==> config.mk <==
export PLATFORM = sky130hd
export DESIGN_NAME = bus_uart_tx
export DESIGN_NICKNAME = d
export VERILOG_FILES = /design/src/rtl/bus_uart_pkg.sv /design/src/rtl/bus_uart_tx_fifo.sv /design/src/rtl/bus_uart_tx.sv
export SDC_FILE = /design/constraint.sdc
export NUM_CORES = 1
export LEC_CHECK = 0
export CAP_MARGIN = 10
export CORE_ASPECT_RATIO = 0.9
export CORE_UTILIZATION = 54
export DETAILED_ROUTE_END_ITERATION = 10
export PLACE_DENSITY = 0.75
export SLEW_MARGIN = 5
export SYNTH_ARGS = -nofsm -noshare
export SYNTH_HDL_FRONTEND = slang
export SYNTH_SLANG_ARGS = --single-unit
==> constraint.sdc <==
create_clock -name clock -period 3.75 [get_ports clock]
set_input_delay 0.75 -clock clock [delete_from_list [all_inputs] [get_ports clock]]
set_output_delay 0.75 -clock clock [all_outputs]
set_load 0.01 [all_outputs]
==> src/rtl/bus_uart_pkg.sv <==
// Shared definitions for the memory-mapped UART transmitter:
// FSM state encodings, register offsets and status bit positions.
package bus_uart_pkg;

  // Transmit FSM states; S_PARITY is only reachable when BUS_UART_PARITY_EN is defined.
  typedef enum logic [2:0] {
    S_IDLE   = 3'd0,
    S_START  = 3'd1,
    S_DATA   = 3'd2,
    S_PARITY = 3'd3,
    S_STOP   = 3'd4
  } uart_state_t;

  // Register offsets relative to BASE_ADDR.
  localparam logic [15:0] OFS_DATA   = 16'd0;
  localparam logic [15:0] OFS_STATUS = 16'd1;

  // Bit positions inside the status register.
  localparam int ST_BUSY = 0;
  localparam int ST_FULL = 1;
  localparam int ST_OVF  = 2;

  // Even parity of a data byte: the bit that makes the total count of ones even.
  function automatic logic even_parity(input logic [7:0] b);
    return ^b;
  endfunction

endpackage

==> src/rtl/bus_uart_tx_fifo.sv <==
// Synchronous FIFO with registered read data, used as the UART TX buffer.
//
// Handshake: push is accepted only while full is low, pop only while empty
// is low; a request against a full/empty FIFO is ignored. rd_data is updated
// on the edge that accepts a pop and holds that entry afterwards. Because pop
// needs a non-empty FIFO there is no write-through path.
module sync_fifo #(
  parameter int WIDTH = 8,
  parameter int DEPTH = 16
) (
  input  logic                       clock,
  input  logic                       reset,
  input  logic                       push,
  input  logic [WIDTH-1:0]           wr_data,
  input  logic                       pop,
  output logic [WIDTH-1:0]           rd_data,
  output logic                       full,
  output logic                       empty,
  output logic [$clog2(DEPTH):0]     count
);

  localparam int AW = $clog2(DEPTH);
  localparam int CW = AW + 1;
  localparam logic [CW-1:0] DEPTH_C = CW'(DEPTH);

  logic [WIDTH-1:0] mem [DEPTH];
  logic [AW-1:0]    wr_ptr;
  logic [AW-1:0]    rd_ptr;
  logic             do_push;
  logic             do_pop;

  assign full    = (count == DEPTH_C);
  assign empty   = (count == '0);
  assign do_push = push && !full;
  assign do_pop  = pop && !empty;

  // Storage array: written on accepted pushes, not reset (contents are don't-care when empty).
  always_ff @(posedge clock) begin
    if (do_push) mem[wr_ptr] <= wr_data;
  end

  // Pointers, occupancy and registered read data; pointers wrap naturally at DEPTH.
  always_ff @(posedge clock) begin
    if (reset) begin
      wr_ptr  <= '0;
      rd_ptr  <= '0;
      count   <= '0;
      rd_data <= '0;
    end else begin
      if (do_push) wr_ptr <= wr_ptr + AW'(1);
      if (do_pop) begin
        rd_ptr  <= rd_ptr + AW'(1);
        rd_data <= mem[rd_ptr];
      end
      case ({do_push, do_pop})
        2'b10:   count <= count + CW'(1);
        2'b01:   count <= count - CW'(1);
        default: count <= count;
      endcase
    end
  end

endmodule

==> src/rtl/bus_uart_tx.sv <==
// Memory-mapped UART transmitter on the shared CPU bus.
// Data register at BASE_ADDR (write pushes a byte), status register at
// BASE_ADDR+1 (read returns {5'b0, overflow, full, busy}, clears overflow).
// Frames are 8N1; defining BUS_UART_PARITY_EN inserts an even parity bit.
module bus_uart_tx
  import bus_uart_pkg::*;
#(
  parameter logic [15:0] BASE_ADDR  = 16'hF200,
  parameter int          BAUD_DIV   = 104,
  parameter int          FIFO_DEPTH = 16
) (
  input  logic        clock,
  input  logic        reset,
  input  logic [15:0] addressBus,
  input  logic        writeEnBus,
  input  logic [7:0]  data_c2r,
  output logic [7:0]  data_r2c,
  output logic        rd_sel,
  output logic        tx
);

  localparam int          CW        = $clog2(FIFO_DEPTH) + 1;
  localparam logic [15:0] BAUD_LOAD = 16'(BAUD_DIV - 1);

  uart_state_t state;
  logic [15:0] baud_cnt;
  logic [2:0]  bit_idx;
  logic [7:0]  shift_reg;
  logic        load_pending;
  logic        overflow;
`ifdef BUS_UART_PARITY_EN
  logic        parity_bit;
`endif

  logic          hit_data;
  logic          hit_status;
  logic          fifo_push;
  logic          fifo_pop;
  logic          fifo_full;
  logic          fifo_empty;
  logic [7:0]    fifo_rd_data;
  logic [CW-1:0] fifo_count;
  logic          ovf_set;
  logic          status_rd;
  logic          data_rd;
  logic          baud_zero;
  logic          busy;
  logic [7:0]    status_word;

  // Bus decode: writes to the data register push unless the FIFO is already full.
  assign hit_data   = (addressBus == BASE_ADDR + OFS_DATA);
  assign hit_status = (addressBus == BASE_ADDR + OFS_STATUS);
  assign fifo_push  = writeEnBus && hit_data && !fifo_full;
  assign ovf_set    = writeEnBus && hit_data && fifo_full;
  assign status_rd  = !writeEnBus && hit_status;
  assign data_rd    = !writeEnBus && hit_data;

  assign baud_zero = (baud_cnt == 16'd0);
  assign busy      = (state != S_IDLE) || (fifo_count != '0);

  // Pop when a new frame starts: from IDLE, or at the last clock of STOP for gapless frames.
  assign fifo_pop = !fifo_empty &&
                    ((state == S_IDLE) || ((state == S_STOP) && baud_zero));

  sync_fifo #(
    .WIDTH (8),
    .DEPTH (FIFO_DEPTH)
  ) u_fifo (
    .clock   (clock),
    .reset   (reset),
    .push    (fifo_push),
    .wr_data (data_c2r),
    .pop     (fifo_pop),
    .rd_data (fifo_rd_data),
    .full    (fifo_full),
    .empty   (fifo_empty),
    .count   (fifo_count)
  );

  // Assemble the status word from its named bit positions.
  always_comb begin
    status_word          = 8'h00;
    status_word[ST_BUSY] = busy;
    status_word[ST_FULL] = fifo_full;
    status_word[ST_OVF]  = overflow;
  end

  // Sticky overflow flag: set by a dropped write, cleared by a status read; set wins.
  always_ff @(posedge clock) begin
    if (reset)          overflow <= 1'b0;
    else if (ovf_set)   overflow <= 1'b1;
    else if (status_rd) overflow <= 1'b0;
  end

  // Registered read port: one clock of latency, rd_sel flags a hit on either register.
  always_ff @(posedge clock) begin
    if (reset) begin
      data_r2c <= 8'h00;
      rd_sel   <= 1'b0;
    end else begin
      rd_sel   <= status_rd || data_rd;
      data_r2c <= status_rd ? status_word : 8'h00;
    end
  end

  // Transmit FSM with baud counter and shift register; tx is registered.
  // The FIFO read data arrives one clock after the pop, so the shift register
  // is loaded during the start bit (BAUD_DIV >= 2 guarantees it is in time).
  always_ff @(posedge clock) begin
    if (reset) begin
      state        <= S_IDLE;
      tx           <= 1'b1;
      baud_cnt     <= 16'd0;
      bit_idx      <= 3'd0;
      shift_reg    <= 8'h00;
      load_pending <= 1'b0;
`ifdef BUS_UART_PARITY_EN
      parity_bit   <= 1'b0;
`endif
    end else begin
      load_pending <= fifo_pop;
      if (load_pending) begin
        shift_reg  <= fifo_rd_data;
`ifdef BUS_UART_PARITY_EN
        parity_bit <= even_parity(fifo_rd_data);
`endif
      end
      case (state)
        S_IDLE: begin
          tx <= 1'b1;
          if (!fifo_empty) begin
            state    <= S_START;
            tx       <= 1'b0;
            baud_cnt <= BAUD_LOAD;
          end
        end
        S_START: begin
          if (baud_zero) begin
            state    <= S_DATA;
            tx       <= shift_reg[0];
            bit_idx  <= 3'd0;
            baud_cnt <= BAUD_LOAD;
          end else begin
            baud_cnt <= baud_cnt - 16'd1;
          end
        end
        S_DATA: begin
          if (baud_zero) begin
            baud_cnt <= BAUD_LOAD;
            if (bit_idx == 3'd7) begin
`ifdef BUS_UART_PARITY_EN
              state <= S_PARITY;
              tx    <= parity_bit;
`else
              state <= S_STOP;
              tx    <= 1'b1;
`endif
            end else begin
              bit_idx   <= bit_idx + 3'd1;
              shift_reg <= {1'b0, shift_reg[7:1]};
              tx        <= shift_reg[1];
            end
          end else begin
            baud_cnt <= baud_cnt - 16'd1;
          end
        end
`ifdef BUS_UART_PARITY_EN
        S_PARITY: begin
          if (baud_zero) begin
            state    <= S_STOP;
            tx       <= 1'b1;
            baud_cnt <= BAUD_LOAD;
          end else begin
            baud_cnt <= baud_cnt - 16'd1;
          end
        end
`endif
        S_STOP: begin
          if (baud_zero) begin
            if (!fifo_empty) begin
              state    <= S_START;
              tx       <= 1'b0;
              baud_cnt <= BAUD_LOAD;
            end else begin
              state <= S_IDLE;
              tx    <= 1'b1;
            end
          end else begin
            baud_cnt <= baud_cnt - 16'd1;
          end
        end
        default: begin
          state <= S_IDLE;
          tx    <= 1'b1;
        end
      endcase
    end
  end

endmodule

==> flow_summary.yaml <==
run_status:
  outcome: "finished clean"
global_route:
  grtUsageTotal_pct: 23.1
  antenna_found_initial: 0
  grt_pass1_vias: 4906
  grt_max_degree: 58
  grt_overflow: 0
  grt_pass1_wl_mm: 25.5
critical_path:
  rr_endpoint: "u_fifo.count[4]$_SDFFE_PP0P_"
  criticalPathCategory: "flop to flop"
  reg2reg_setup_slack_ns: 0.13
  ff2ff_path_depth: 14
  r2r-start: "baud_cnt[1]$_SDFFE_PP0P_"
  crit_path_end_kind: "flop"
  worst_ep_required_time_ns: 4.10
  arrival_ns: 3.98
  startpoint_type: "flop"
  crit_path_max_fanout: 4
final_layout:
  largest_reg_flops: 128
  layoutNonFillerInstCount: 838
  top_register: "u_fifo.mem"
  final_common_cell: "edfxtp_1"
  drive_gt1_share_pct: 17.4
  fin_nets: 673
  areaGrowthSynthToFinish_pct: 15.6
  diodes: 0
  layout_common_cells: "edfxtp_1, dfxtp_1, nor2_1"
  final_cell_area_sq_um: 9080
  largestRegisters: "u_fifo.mem (128), baud_cnt (16)"
sta:
  timing.final.crit_share_pct: 96.6
  setup_ws_ns: 0.127
  max_freq_mhz: 276
  tightest_slew_ns: 1.10
  rsz0062_at_grt: "no"
  skew_ns: 0.0101
  max-slew-margin-rel_pct: 26.7
  hold_violations: 0
  setup-violations-final: 0
  finalCriticalPeriod_ns: 3.62
  maxSlewViolCount: 0
power:
  p_sw_share_pct: 21.7
  p_seq_share_pct: 55.4
  power_frac_comb_pct: 1.8
  p_clk_share_pct: 42.9
  ir_worst_vdd_v: 0.000351
  p_sw_w: 0.000857
  leakage_nw: 3.03
  powerDensity_nw_per_um2: 435
  p_int_w: 0.00309
logic_synthesis:
  postSynthCellCount: 583
  synth_compound_area_share_pct: 7.93
  synth_top_family_by_area: "simple AND/OR/NAND/NOR gates"
  yosysTopAreaCell: "edfxtp_1"
  ys_ff_latch: 186
  synth_simple_gate_area_share_pct: 11.6
  syn-mean-instance-area_sq_um: 13.5
  yosys.area_share.xor_xnor_pct: 0.892
  synth_edf_count: 128
  ys_top_cells_by_area: "edfxtp_1, dfxtp_1, mux4_2, a21oi_1, nor2_1"
  yosys.area_share.adder_pct: 2.33
  seq_area_frac_synth_pct: 63.7
  synth_top_area_share_pct: 48.9
  syn-cell-area_sq_um: 7850
  synth_ff_type: "edfxtp_1"
  synth_mux_area_share_pct: 10.5
  synthArstFlopShare_pct: 0
  synth_cell_types: 51
  yosys_warnings: 0
clock_tree:
  cts_root_buf: "clkbuf_16"
  htree_levels: 4
  cts_tree: "built"
  clk_latency_ns: 0.43
  cts_buffer_depth: 2
  cts_inserted_buffers: 17
  clkTransAtPathRegs_ns: 0.07
  cts.sinks: 186
floorplan:
  io_pins: 37
  die_w_microns: 129
  initial_core_util_pct: 55.7
  core_region_area_sq_um: 14100
  fp.dieH_microns: 116
  die-area_sq_um: 15000
  floorplan.rows: 41
drt:
  drc: 0
  via_per_inst: 6.02
  wirelength_mm: 16.1
  vias: 5047
  highest_layer: "met4"
  wl_met1_mm: 7.03
  drt_iter0_drc: 568
  final_antenna_net_count: 0
  drtPass1Iterations: 7
  wl_met2_mm: 7.86
  wl_per_cell_microns: 19.3
  dr_wl_met3_mm: 1.04
min_path:
  hold_start: "u_fifo.rd_data[5]$_SDFFE_PP0P_"
  min_to: "u_fifo.rd_data[5]$_SDFFE_PP0P_"
  hold_path_depth: 2
  hold_class: "flop to flop"
place:
  post-dp-hpwl_mm: 10.4
  dp.cells: 804
  pre_cts_ws_ns: -0.242
  gp_congestion: 0.826
  port_buffers: 31
  placed_area_sq_um: 8500
run:
  maxCapViolCount: 0
-- cell families (layout without fill, tap and decap cells) --
family	after synthesis	in the layout
muxes	42	42
DFF	186	186
buffers and inverters	56	114
xor gates and xnor gates	8	8
adders and majority gates	14	14
AOI/OAI and AO/OA	99	99
other	1	5
and+or+nand+nor	177	177
-- synth_stat cells (all sizes together) (9+ instances only) --
master and number:
dfxtp 58, mux2i 10, buf 15, nor3 21
clkbuf 25, nor4 10, ha 13, nor2 47
a21oi 37, inv 16, o21ai 11, a211oi 14
a22oi 16, nand2 44, or4 9, edfxtp 128
mux4 32
-- power by group through the flow --
stage               Clock, W  Combinational, W  Sequential (W)
floorplan                  0         0.0000215         0.00223
global placement           0         0.0000660         0.00223
detailed placement         0         0.0000696         0.00223
CTS                  0.00171         0.0000698         0.00219
global route         0.00179         0.0000753         0.00219
finish               0.00169         0.0000703         0.00219
-- repair_timing --
| action | 4_1_cts | 5_1_grt |
|---|---|---|
| gates resized for setup | 1 | 5 |
| endpoints found under the hold margin | 0 | 0 |
| pin swaps | 0 | 1 |
| setup endpoints to repair | 1 | 1 |
| setup buffers | 1 | 1 |
| hold buffers | 0 | 0 |
-- layer usage --
metal | global-route usage (%) | vias up
li1 | - | 2315
met1 | 31.6 | 2514
met2 | 36.8 | 196
met3 | 5.50 | 22
met4 | 7.61 | 0
met5 | 0 | -
-- metrics by stage --
step / TNS [ns] / hold slack, ns / total power [W] / util, %
2_1_floorplan: 0 / 0.419 / 0.00226 / -
3_3_place_gp: -0.173 / 0.434 / 0.00230 / 60.2
3_5_place_dp: -0.346 / 0.449 / 0.00230 / 60.2
4_1_cts: 0 / 0.458 / 0.00397 / 64.2
5_1_grt: 0 / 0.482 / 0.00406 / 64.3
6_report: 0 / 0.454 / 0.00395 / 64.3
-- worst max path at each step --
stage,startpoint,to,cells past startpoint
final,baud_cnt[1]$_SDFFE_PP0P_,u_fifo.count[4]$_SDFFE_PP0P_,14
after global placement,addressBus[8],u_fifo.count[4]$_SDFFE_PP0P_,12
after CTS,baud_cnt[0]$_SDFFE_PP0P_,u_fifo.count[4]$_SDFFE_PP0P_,14
after floorplan,addressBus[8],u_fifo.count[4]$_SDFFE_PP0P_,12
after global routing,baud_cnt[1]$_SDFFE_PP0P_,u_fifo.count[4]$_SDFFE_PP0P_,14
after detailed placement,addressBus[8],u_fifo.count[4]$_SDFFE_PP0P_,12
-- critical path, cell delays in order, from the launching register on --
cell and delay, ns:
dfxtp_1 0.35, inv_1 0.11, ha_1 0.14, or4b_4 0.46
or4_4 0.55, a21o_1 0.22, inv_2 0.10, ha_2 0.21
inv_1 0.09, fa_2 0.36, nor2b_2 0.15, o21ai_1 0.08
and3_1 0.19, or4_1 0.39, a21oi_1 0.14
-- area by class of cell --
cell class	instances	area (sq um)
tap	193	241
sequential	186	5010
clock inverter	14	126
inverter	16	60.1
timing repair buffer	66	568
fill	982	5030
clock buffer	18	429
multi-input combinational	345	2650
(Power assumes the default switching activity.)
